### src/rtl/serial_subtractor.sv
// -----------------------------------------------------------------------------
// serial_subtractor
//   Bit-serial subtractor: computes D = A - B (unsigned, modulo 2^WIDTH) one
//   bit per clock, LSB first, using a full subtractor, a borrow flop and
//   operand/result shift registers. Operation is started via a START/DONE
//   handshake. The sequence is IDLE -> RUN (WIDTH cycles) -> DONE (1 cycle)
//   -> IDLE.
//
// Ports
//   clk_i    : clock, all state changes on the rising edge
//   rst_ni   : asynchronous active-low reset
//   start_i  : start request, sampled only in IDLE
//   a_i      : minuend, captured on the accepting edge
//   b_i      : subtrahend, captured on the accepting edge
//   busy_o   : high while in RUN or DONE
//   done_o   : one-cycle pulse, d_o/bo_o valid
//   d_o      : difference A - B mod 2^WIDTH
//   bo_o     : final borrow out (1 iff A < B unsigned)
// -----------------------------------------------------------------------------
module serial_subtractor #(
  parameter int WIDTH = 8
) (
  input  logic             clk_i,
  input  logic             rst_ni,
  input  logic             start_i,
  input  logic [WIDTH-1:0] a_i,
  input  logic [WIDTH-1:0] b_i,
  output logic             busy_o,
  output logic             done_o,
  output logic [WIDTH-1:0] d_o,
  output logic             bo_o
);

  localparam int          CW   = $clog2(WIDTH);
  localparam logic [CW-1:0] LAST = CW'(WIDTH - 1);

  typedef enum logic [1:0] {
    S_IDLE = 2'd0,
    S_RUN  = 2'd1,
    S_DONE = 2'd2
  } state_t;

  state_t           state_q, state_d;
  logic [WIDTH-1:0] sa_q, sa_d;
  logic [WIDTH-1:0] sb_q, sb_d;
  logic [WIDTH-1:0] sr_q, sr_d;
  logic             borrow_q, borrow_d;
  logic [CW-1:0]    cnt_q, cnt_d;
  logic [WIDTH-1:0] res_q, res_d;
  logic             bo_q, bo_d;

  // Full subtractor on the current LSBs of the operand shift registers.
  logic bit_a, bit_b, diff_bit, borrow_nxt;

  assign bit_a      = sa_q[0];
  assign bit_b      = sb_q[0];
  assign diff_bit   = bit_a ^ bit_b ^ borrow_q;
  assign borrow_nxt = (~bit_a & bit_b) | (~(bit_a ^ bit_b) & borrow_q);

  always_ff @(posedge clk_i or negedge rst_ni) begin
    if (!rst_ni) begin
      state_q  <= S_IDLE;
      sa_q     <= '0;
      sb_q     <= '0;
      sr_q     <= '0;
      borrow_q <= 1'b0;
      cnt_q    <= '0;
      res_q    <= '0;
      bo_q     <= 1'b0;
    end else begin
      state_q  <= state_d;
      sa_q     <= sa_d;
      sb_q     <= sb_d;
      sr_q     <= sr_d;
      borrow_q <= borrow_d;
      cnt_q    <= cnt_d;
      res_q    <= res_d;
      bo_q     <= bo_d;
    end
  end

  always_comb begin
    state_d  = state_q;
    sa_d     = sa_q;
    sb_d     = sb_q;
    sr_d     = sr_q;
    borrow_d = borrow_q;
    cnt_d    = cnt_q;
    res_d    = res_q;
    bo_d     = bo_q;

    case (state_q)
      S_IDLE: begin
        if (start_i) begin
          sa_d     = a_i;
          sb_d     = b_i;
          sr_d     = '0;
          borrow_d = 1'b0;
          cnt_d    = '0;
          state_d  = S_RUN;
        end
      end

      S_RUN: begin
        sa_d     = {1'b0, sa_q[WIDTH-1:1]};
        sb_d     = {1'b0, sb_q[WIDTH-1:1]};
        // Result bits enter at the MSB so that after WIDTH shifts the
        // first (LSB) difference bit has arrived at position 0.
        sr_d     = {diff_bit, sr_q[WIDTH-1:1]};
        borrow_d = borrow_nxt;
        cnt_d    = cnt_q + CW'(1);
        if (cnt_q == LAST) begin
          // Final bit processed this edge: publish the complete result,
          // including the bit being shifted in right now.
          res_d   = {diff_bit, sr_q[WIDTH-1:1]};
          bo_d    = borrow_nxt;
          state_d = S_DONE;
        end
      end

      S_DONE: begin
        state_d = S_IDLE;
      end

      default: begin
        state_d = S_IDLE;
      end
    endcase
  end

  assign busy_o = (state_q == S_RUN) || (state_q == S_DONE);
  assign done_o = (state_q == S_DONE);
  assign d_o    = res_q;
  assign bo_o   = bo_q;

endmodule

### config.mk
export PLATFORM = sky130hd
export DESIGN_NAME = serial_subtractor
export DESIGN_NICKNAME = d
export VERILOG_FILES = /design/src/rtl/serial_subtractor.sv
export SDC_FILE = /design/constraint.sdc
export NUM_CORES = 1
export LEC_CHECK = 0
export ABC_AREA = 1
export CORE_ASPECT_RATIO = 0.5
export CORE_MARGIN = 10
export CORE_UTILIZATION = 40
export DETAILED_ROUTE_END_ITERATION = 12
export PLACE_DENSITY_LB_ADDON = 0.08
export SKIP_LAST_GASP = 1
export SYNTH_ARGS = -nofsm -noshare
export SYNTH_HDL_FRONTEND = slang
export SYNTH_SLANG_ARGS = --single-unit
### constraint.sdc
create_clock -name clk_i -period 1.2 [get_ports clk_i]
set_input_delay 0.3 -clock clk_i [delete_from_list [all_inputs] [get_ports clk_i]]
set_output_delay 0.3 -clock clk_i [all_outputs]
set_load 0.005 [all_outputs]
Word level (Yosys, flattened, before mapping)
Index checks and enable logic that the tools add are counted.
{"block": "totals", "register_bits": 39, "output_inout_bits": 11, "inputBits": 19, "elab_cells": 40}
{"block": "classes", "muxes": 13, "n_eq_ne": 5, "reduce_logical": 6, "addsub": 1, "n_bitwise": 7}
{"operator": "$pmux 8 s2", "count": 3}
{"operator": "$mux 8", "count": 3}
{"operator": "$pmux 3 s2", "count": 1}
{"operator": "$reduce_and 2->1", "count": 3}
{"operator": "$mux 2", "count": 2}
{"operator": "$ne 2x2->1 const B", "count": 2}
{"operator": "$pmux 2 s2", "count": 1}
{"operator": "$add 3x1->3 const B", "count": 1}
{"operator": "$eq 3x3->1 const B", "count": 1}
{"operator": "$mux 3", "count": 1}
{"operator": "$and 1x1->1", "count": 2}
{"operator": "$eq 2x1->1 const B", "count": 1}
{"operator": "$eq 2x2->1 const B", "count": 1}
{"operator": "$logic_not 2->1", "count": 1}
{"operator": "$not 1->1", "count": 2}
{"operator": "$pmux 1 s2", "count": 1}
{"operator": "$reduce_bool 2->1", "count": 1}
{"operator": "$xor 1x1->1", "count": 2}
{"operator": "$logic_or 1x1->1", "count": 1}
{"operator": "$mux 1", "count": 1}
{"operator": "$or 1x1->1", "count": 1}

Depth between registers and ports, before layout
{"block": "logic_depth", "ltp_word": 5, "depth_mapped": 9, "ltp_nobuf": 7}

Least setup slack after synthesis
OpenSTA, ideal clock, no wires.
{"block": "synth_path", "path_kind": "register to register", "start": "register cnt_q[0]", "end": "register bo_q, in the netlist bo_o", "arrival_time_ns": 1.190, "synth_period_minus_slack_ns": 1.320, "n_path_buf": 1, "t_required_ns": 1.070, "setup_ns": 0.130, "slack_ns": -0.120, "stages_incl_launch_ff": 6, "path_cell_list": "dfrtp_1 ha_1 ha_1 buf_2 nand2_1 o21ai_0"}
{"block": "synth_between", "elab_chain_cells": 2}
{"element": "start, declared", "line": "48", "source": "logic [CW-1:0] cnt_q, cnt_d;"}
{"element": "start signal, assigned", "line": "76", "source": "cnt_q <= cnt_d;"}
{"element": "$eq 3x3->1", "line": "112", "source": "if (cnt_q == LAST) begin"}
{"element": "$reduce_and 2->1 (no source line)"}
{"element": "end signal, assigned", "line": "78", "source": "bo_q <= bo_d;"}
{"element": "end, declared", "line": "50", "source": "logic bo_q, bo_d;"}
Every way passes these cells.
A chain may end at the register's enable or synchronous reset.

Worst setup path after layout
{"block": "layout_path", "start": "register state_q[1]", "end": "output port done_o"}
{"block": "layout_between", "elab_chain_cells": 1}
{"element": "start, declared", "line": "43", "source": "state_t state_q, state_d;"}
{"element": "start signal, assigned", "line": "71", "source": "state_q <= state_d;"}
{"element": "$eq 2x2->1", "line": "132", "source": "assign done_o = (state_q == S_DONE);"}
{"element": "end, declared", "line": "29", "source": "output logic done_o,"}
Every way passes these cells.

==> impl_results.md <==
* Crit path cell chain: buf_4, buf_6, ha_4, buf_6
* Combinational family with the most area after synthesis: simple AND/OR/NAND/NOR gates
* Placed insts at ~320
* Top cell type's share of synthesized area at 51.7%
* TritonCTS clock tree: yes
* Violated checks: negative setup slack
* Pre-CTS WS at -0.268 ns
* Fmax at 0.666 GHz
* Drt wl/cell at 14.6 µm
* WP data arrival at about 1.2 ns
* Synth area leader: dfrtp_1
* Hold Vio Cnt, Final at 0
* CP dominant cell by count: buf_6
* Setup violators final at 40
* Flop pwr share at 31.1%
* Die H at 68.0 µm
* Synth Area in Compound Gates at less than 1%
* Post-synthesis area per instance at 8.07 µm²
* Buf+Inv Stages, Crit Path at 3
* Vias at around 1,700
* Reg clk slew, reported paths at 0.08 ns
* CTS sink cnt at 38
* Synthesized cell area at about 1800 µm²
* Largest net degree at the start of global routing at 39
* Syn_nets at 253
* Non-Filler Instances at about 350
* Total power at around 6.6 mW
* Synth Register Bits at 38
* Input/output buffers at 29
* Root buffer cell: clkbuf_8
* Area grow syn2layout at 63.8%
* Critical Path Source Type: register
* Post-Route Skew at between 0.004 and 0.005 ns
* Slew @ Worst Pin at ~0.21 ns
* Int Pwr at 3.89 mW
* Slowest cell on the critical path: dfrtp_1
* First-pass GRT wire length at around 8.4 mm
* Skew-Pair Late Insertion Delay at 0.29 ns
* Final Hold Slack at about 0.47 ns
* Die area at 7880 µm²
* 1st-pass router iterations at 4
* Maximum root-to-sink buffer count at 2
* Synth unique cells at 14
* Starting DRT DRC Count at 101
* Final GP Congestion at 0.757
* Crit-path max FO at 2
* Synth Area in Adders at 4.49%
* Critical path class: reg2out
* Slew margin rel. at 85.8%
* Max-cap violations at 0
* Fillers at 360
* CP endpoint kind: output pin
* Synth warnings at 0
* Max-slew violation count at 0
* P_sw at 2.69 mW
* Tcrit/Tclk final at 125%
* PwrDens at ~2200 nW/µm²
* Sw frac at 40.9%
* GRT overflow at 0
* Combinational Power Share at between 50% and 60%
* Xor/xnor share of the synthesized area at 0%
* Global-route usage over all layers at between 10% and 20%
* Initial antenna violation count at 0
* Min Tclk post-route at between 1.5 and 2 ns
* Pleak at 1.50 nW
* Critical Path RT at ~0.9 ns
* Vias in the first global route at 1,770
* Synthesized netlist cell count at 228
* # nets final at 320
* Post-route DRC violation count at 0
* H-tree lvl count at 2
* Post-DRT Antenna Nets at 0
* Worst VDD drop at 986 µV
* Synth top area cells: dfrtp_1, nand2_1, nand3_1
* Worst min path class: reg2reg
* Vias per std cell at 4.92
* Critical path's largest stage delay at ~0.4 ns
* Unrepaired setup endpoints after global routing: yes
* DRT Wirelength at 5.15 mm
* Fraction of the mapped netlist area in simple logic gates at 37.9%
* Core area at around 4400 µm²
* Delay-heaviest family, CP: flip-flops
* Total Neg Setup Slack at -9.77 ns
* DP HPWL at between 2 and 3 mm
* Mux share of post-synthesis cell area at 0%
* CTS Buf Count at 5
* I/O pin count at 30
* Status: complete, but fails checks
* Initial Utilization at 41.6%
* Clock power frac at 12.7%
* Die X at about 120 µm
* Final worst slack at -0.302 ns
* FP Rows at 17
* N_diodes at 0
* Layout cells sized above 1 at 42.7%
* Post-synthesis sequential area ratio at 51.7%
==> cell families (layout without fill, tap and decap cells) <==
| kind of cell | after synthesis | count (layout) |
|---|---|---|
| AO/OA/AOI/OAI | 1 | 1 |
| adder cells (fa/ha/maj) | 6 | 6 |
| buffers and inverters | 20 | 85 |
| flip-flops | 38 | 38 |
| AND/OR/NAND/NOR | 163 | 165 |
==> power by group through the flow <==
stage	Combinational, mW	Clock [mW]	Sequential [mW]
finish	3.70	0.837	2.04
floorplan	1.62	0	1.95
global placement	2.28	0	1.97
global route	4.05	0.915	2.10
detailed placement	2.32	0	2.00
CTS	3.30	0.861	2.00
==> worst register-to-register path: stages (launching register included) <==
cell	delay, ns
dfrtp_1	0.40
buf_6	0.13
inv_4	0.06
buf_6	0.10
ha_4	0.17
buf_12	0.13
buf_12	0.14
inv_12	0.05
nand2_2	0.05
nand2_2	0.05
nand2_2	0.05
nand2_1	0.04
==> synthesized netlist by cell type <==
cell type,count
buf_6,1
nor2_1,2
o21ai_0,1
nand4_1,2
fa_1,1
nand3_1,46
ha_1,5
nand2_1,110
buf_4,3
buf_2,8
dfrtp_1,38
inv_2,2
nand2_4,3
inv_1,6
==> metal layers <==
metal | vias to the layer above | GRT usage [%] | wire length, µm
li1 | 863 | - | -
met1 | 819 | 16.3 | 2310
met2 | 45 | 23.3 | 2480
met3 | 5 | 4.45 | 320
met4 | 0 | 4.18 | 44
met5 | - | 0 | 0
==> flip-flops by register name, indices dropped and copies added, names as in the netlist <==
name	cells
d_o	8
sa_q	8
sb_q	8
sr_q	7
cnt_q	3
state_q	2
bo_o	1
borrow_q	1
==> worst paths after layout <==
path                                        to              startpoint  depth (start not counted)  slack, ns
setup / recovery                        done_o  state_q[1]$_DFFE_PN0P_                          4      -0.30
hold / removal              d_o[3]$_DFFE_PN0P_      d_o[3]$_DFFE_PN0P_                          2       0.47
setup reg to reg           sa_q[4]$_DFFE_PN0P_  state_q[1]$_DFFE_PN0P_                         11      -0.28
hold reg to reg             d_o[3]$_DFFE_PN0P_      d_o[3]$_DFFE_PN0P_                          2       0.47
max in group asynchronous  sb_q[4]$_DFFE_PN0P_                  rst_ni                          3       0.50
min in group asynchronous   d_o[2]$_DFFE_PN0P_                  rst_ni                          3       0.50
==> cells in the final DEF, fill, tap and decap left out <==
master and n:
inv_2 2, buf_12 6, nand3_2 30, inv_12 1, buf_8 4, ha_1 1
nor2_4 2, buf_6 12, nand2_1 89, o21ai_2 1, clkinv_2 2, inv_4 1
clkbuf_8 5, nand3_1 16, nand4_1 2, fa_1 1, inv_1 4, clkbuf_2 9
nand2_8 4, dlygate4sd3_1 1, buf_4 16, nand2_4 3, inv_8 2, clkdlybuf4s50_1 17
nand2_2 19, buf_2 1, buf_16 2, dfrtp_1 38, ha_4 4
==> timing repair <==
action,4_1_cts,5_1_grt
pin swaps,9,27
gates resized for setup,78,53
setup buffers,11,5
endpoints found under the setup margin,49,49
hold endpoints to repair,38,0
hold buffers,1,0
cloned,6,1
==> area by class of cell <==
type,count,area [µm²],area share (%)
clock buffer,5,68.8,2.28
clock inverter,2,10.0,0.332
inverter,8,45.0,1.50
multi-input combinational,172,1120,37.3
sequential,38,951,31.6
tap,57,71.3,2.37
timing repair buffer,68,721,23.9
timing repair inverter,2,22.5,0.748
==> through the flow <==
stage          utilization (%)  instance area (µm²)
2_1_floorplan                -                 1910
3_3_place_gp              53.4                 2360
3_5_place_dp              53.4                 2360
4_1_cts                   63.8                 2820
5_1_grt                   68.1                 3010
6_report                  68.1                 3010
No activity file was read; power rests on OpenSTA's default activity.
==> RTL change 1 (same flow settings) <==
`WIDTH`: 8 -> 4.
--- a/src/rtl/serial_subtractor.sv
+++ b/src/rtl/serial_subtractor.sv
@@ -19,5 +19,5 @@
 // -----------------------------------------------------------------------------
 module serial_subtractor #(
-  parameter int WIDTH = 8
+  parameter int WIDTH = 4
 ) (
   input  logic             clk_i,
Interface: changed (resized a_i, b_i and d_o); port bits go from 30 to 18. The function was not compared with the original's and may differ.
==> RTL change 1 against the unedited design <==
  * The flow still finishes with violations (setup timing)
  * Sequential power fell by 44%
  * Setup slack better by 140 ps
  * Count of clock-buffer cells in the layout down 2
  * Hold slack worse by 97 ps
  * Global-route usage down 4.2 points
  * Sequential cell count decreased by 17
  * Wire length is 55% lower
  * Final area fell by 50%
  * Total power is 48% lower
  * Fmax up 9.9%
  * Synthesized area fell by 45%
  * Highest routed layer is now met3
==> RTL change 1: results (changes against the unedited design) <==
setup repair bufs after CTS=0 (-11); Final Setup Violations=18 (-55%); r2r setup slk=-100 ps (+180 ps); Reg2Reg Capture Point=sb_q[0]; Leakage Power=0.792 nW (-47%); crit path to=busy_o; Fin Clk Skew=5.94 ps (+1.37 ps); CTS Buf Count=3 (-2); clk_lat worst skew=260 ps (-30 ps); largest net degree at the start of global routing=22 (-44%); drt first-iter violations=63 (-38%); post-cts resize count=37 (-53%); DP Wirelength=1690 µm (-42%); critical path's top delay family=flip-flops; fraction of layout cells with a size suffix above 1=23.5% (-19 points); Placer Congestion=0.755 (-0.20%); synth unique cells=13 (-1); synth top area cells=dfrtp_1 (52%), nand2_1 (23%), nand3_1 (9.3%); Comb pwr share=52.5% (-3.7 points); fin nets=179 (-44%); HP Class=in2async; uppermost layer routed=met3; Syn Nets=143 (-43%); maximum VDD drop=0.940 mV (-4.7%); Placed Area=1360 µm² (-43%); worst reg2reg path depth=7 (-4); post-synthesis adder-cell area fraction=6.88% (+2.4 points); first-pass GRT wire length=4110 µm (-51%); fillcell total=216 (-40%); vias in the first global route=883 (-50%); vias per inst=4.58 (-6.9%); hold_buf cts=0 (-1); Commonest cells post-synth=nand2_1 (62), dfrtp_1 (21), nand3_1 (19), inv_1 (6), ha_1 (4); Slew headroom=85.7% (-0.11 points); Routed WL=2310 µm (-55%); PortBufs=17 (-41%); Synth Area in XOR/XNOR=0% (unchanged); gr usage total=9.46% (-4.2 points); Metal-1 WL=1170 µm (-49%); failing checks=setup timing; status=complete, but fails checks; P_sw=1.33 mW (-51%); Sequential Power Share=33.6% (+2.5 points); DR WL met3=127 µm (-60%); post-route setup slack=-166 ps (+135 ps); Total Neg Setup Slack=-1660 ps (+8120 ps); CP Data Arrival Time=1070 ps (-130 ps); Compound-Gate Fraction of Synth Area=0.491% (+0.22 points)
## RTL change 1: metal layers
| layer | up-vias | global-route usage [%] |
|---|---|---|
| li1 | 471 | - |
| met4 | 0 | 0.659 |
| met2 | 18 | 15.5 |
| met3 | 0 | 3.89 |
| met1 | 413 | 11.8 |
| met5 | - | 0 |
## RTL change 1: per-stage QoR
step                      util, %  power (mW)  hold slack [ps]  worst slack [ps]  cells
final                        64.7        3.42              376              -166    197
after global routing         64.7        3.74              399              -215    197
after CTS                    63.5        3.38              378              -167    197
after detailed placement     58.7        2.72              465              -305    193
after global placement       58.7        2.69              461              -273    193
after floorplan                 -        2.02             4.41              19.2    127
## RTL change 1: layout make-up
cell class,count,area [µm²],area share [%]
tap,35,43.8,2.93
timing repair buffer,34,329,22.0
sequential,21,526,35.1
inverter,9,38.8,2.59
clock inverter,1,5.00,0.334
multi-input combinational,94,513,34.3
clock buffer,3,41.3,2.76
==> RTL change 2 (same flow settings) <==
Made on the original files. Encoding of `state_t`: now one-hot (3 bits for 3 states).
--- a/src/rtl/serial_subtractor.sv
+++ b/src/rtl/serial_subtractor.sv
@@ -35,8 +35,8 @@
   localparam logic [CW-1:0] LAST = CW'(WIDTH - 1);
 
-  typedef enum logic [1:0] {
-    S_IDLE = 2'd0,
-    S_RUN  = 2'd1,
-    S_DONE = 2'd2
+  typedef enum logic [2:0] {
+    S_IDLE = 3'b001,
+    S_RUN  = 3'b010,
+    S_DONE = 3'b100
   } state_t;
 
Function: no difference found for any inputs over 10 cycles, from zero or initial values and one cycle with rst_ni low; not proved beyond that.
==> RTL change 2 against the unedited design <==
  * The run still ends with setup timing left
  * Register-to-register slack gained 110 ps
  * Cell count shrank 2.6%
  * Clock power grew 3.1%
  * Largest power group unchanged
  * Core utilization shrank 12 points
  * Final area shrank 16%
  * Sequential cell count grew 1
  * Total power shrank 24%
  * Synthesized area grew 4.0%
  * Sequential share of layout area grew 6.9 points
  * Setup slack gained 67 ps
  * Combinational power shrank 40%
  * Critical path type unchanged
  * Wire length shrank 9.1%
  * Via count shrank 4.8%
  * Synthesized cell count shrank 1.8%
==> RTL change 2: results (changes against the unedited design) <==
Register Area=977 µm² (+2.8%); Compound-Gate Fraction of Synth Area=2.62% (+2.3 points); CP Data Arrival Time=1130 ps (-70 ps); crit path to=busy_o; synth unique cells=24 (+10); area of the multi-input gates=830 µm² (-26%); largest net degree at the start of global routing=24 (-38%); DP Wirelength=3200 µm (+11%); r2r setup slk=-170 ps (+110 ps); Leakage Power=1.27 nW (-15%); setup repair bufs after CTS=3 (-8); failing checks=setup timing; Placer Congestion=0.722 (-4.6%); status=complete, but fails checks; GR Util met2=17.8% (-5.5 points); met3 usage=3.64% (-0.81 points); first-pass GRT wire length=7590 µm (-9.2%); fin nets=298 (-6.9%); Commonest cells post-synth=nand2_1 (98), dfrtp_1 (38), nand3_1 (27), nand4_1 (16), o21ai_0 (9); crit path max fanout=3 (+1); Fin Clk Skew=6.68 ps (+2.11 ps); drt first-iter violations=107 (+5.9%); # clk buffers=7 (+2); post-cts resize count=37 (-53%); metal2 WL=2070 µm (-16%); Post-Syn Area per Cell=8.54 µm² (+5.9%); Final Setup Violations=40 (unchanged); Placed Area=2350 µm² (-0.58%); post-route setup slack=-235 ps (+67.0 ps)
## RTL change 2: cell types whose count changed after synthesis, sizes merged, moves of 3 or more
| cell | unedited run | this run |
|---|---|---|
| nand2 | 113 | 99 |
| nand4 | 2 | 17 |
| o21ai | 1 | 10 |
| nand3 | 46 | 29 |
| ha | 5 | 2 |
## RTL change 2: critical path: stages, from the launching register on
cell,delay [ps]
dfstp_2,560
inv_4,60
nand3_4,60
nand2_2,60
buf_6,110
## RTL change 2: metrics by stage
step	utilization [%]	instances	power, mW
6_report	56.3	343	5.03
5_1_grt	56.3	343	5.46
4_1_cts	55.8	340	4.92
3_5_place_dp	52.1	327	3.94
3_3_place_gp	52.1	327	3.88
2_1_floorplan	-	224	3.33
## RTL change 2: report_power, final
group	total, mW	internal, mW	switching [mW]	leakage (nW)
Combinational	2.23	0.982	1.24	0.767
Clock	0.863	0.408	0.455	0.0422
Sequential	1.94	1.70	0.243	0.466
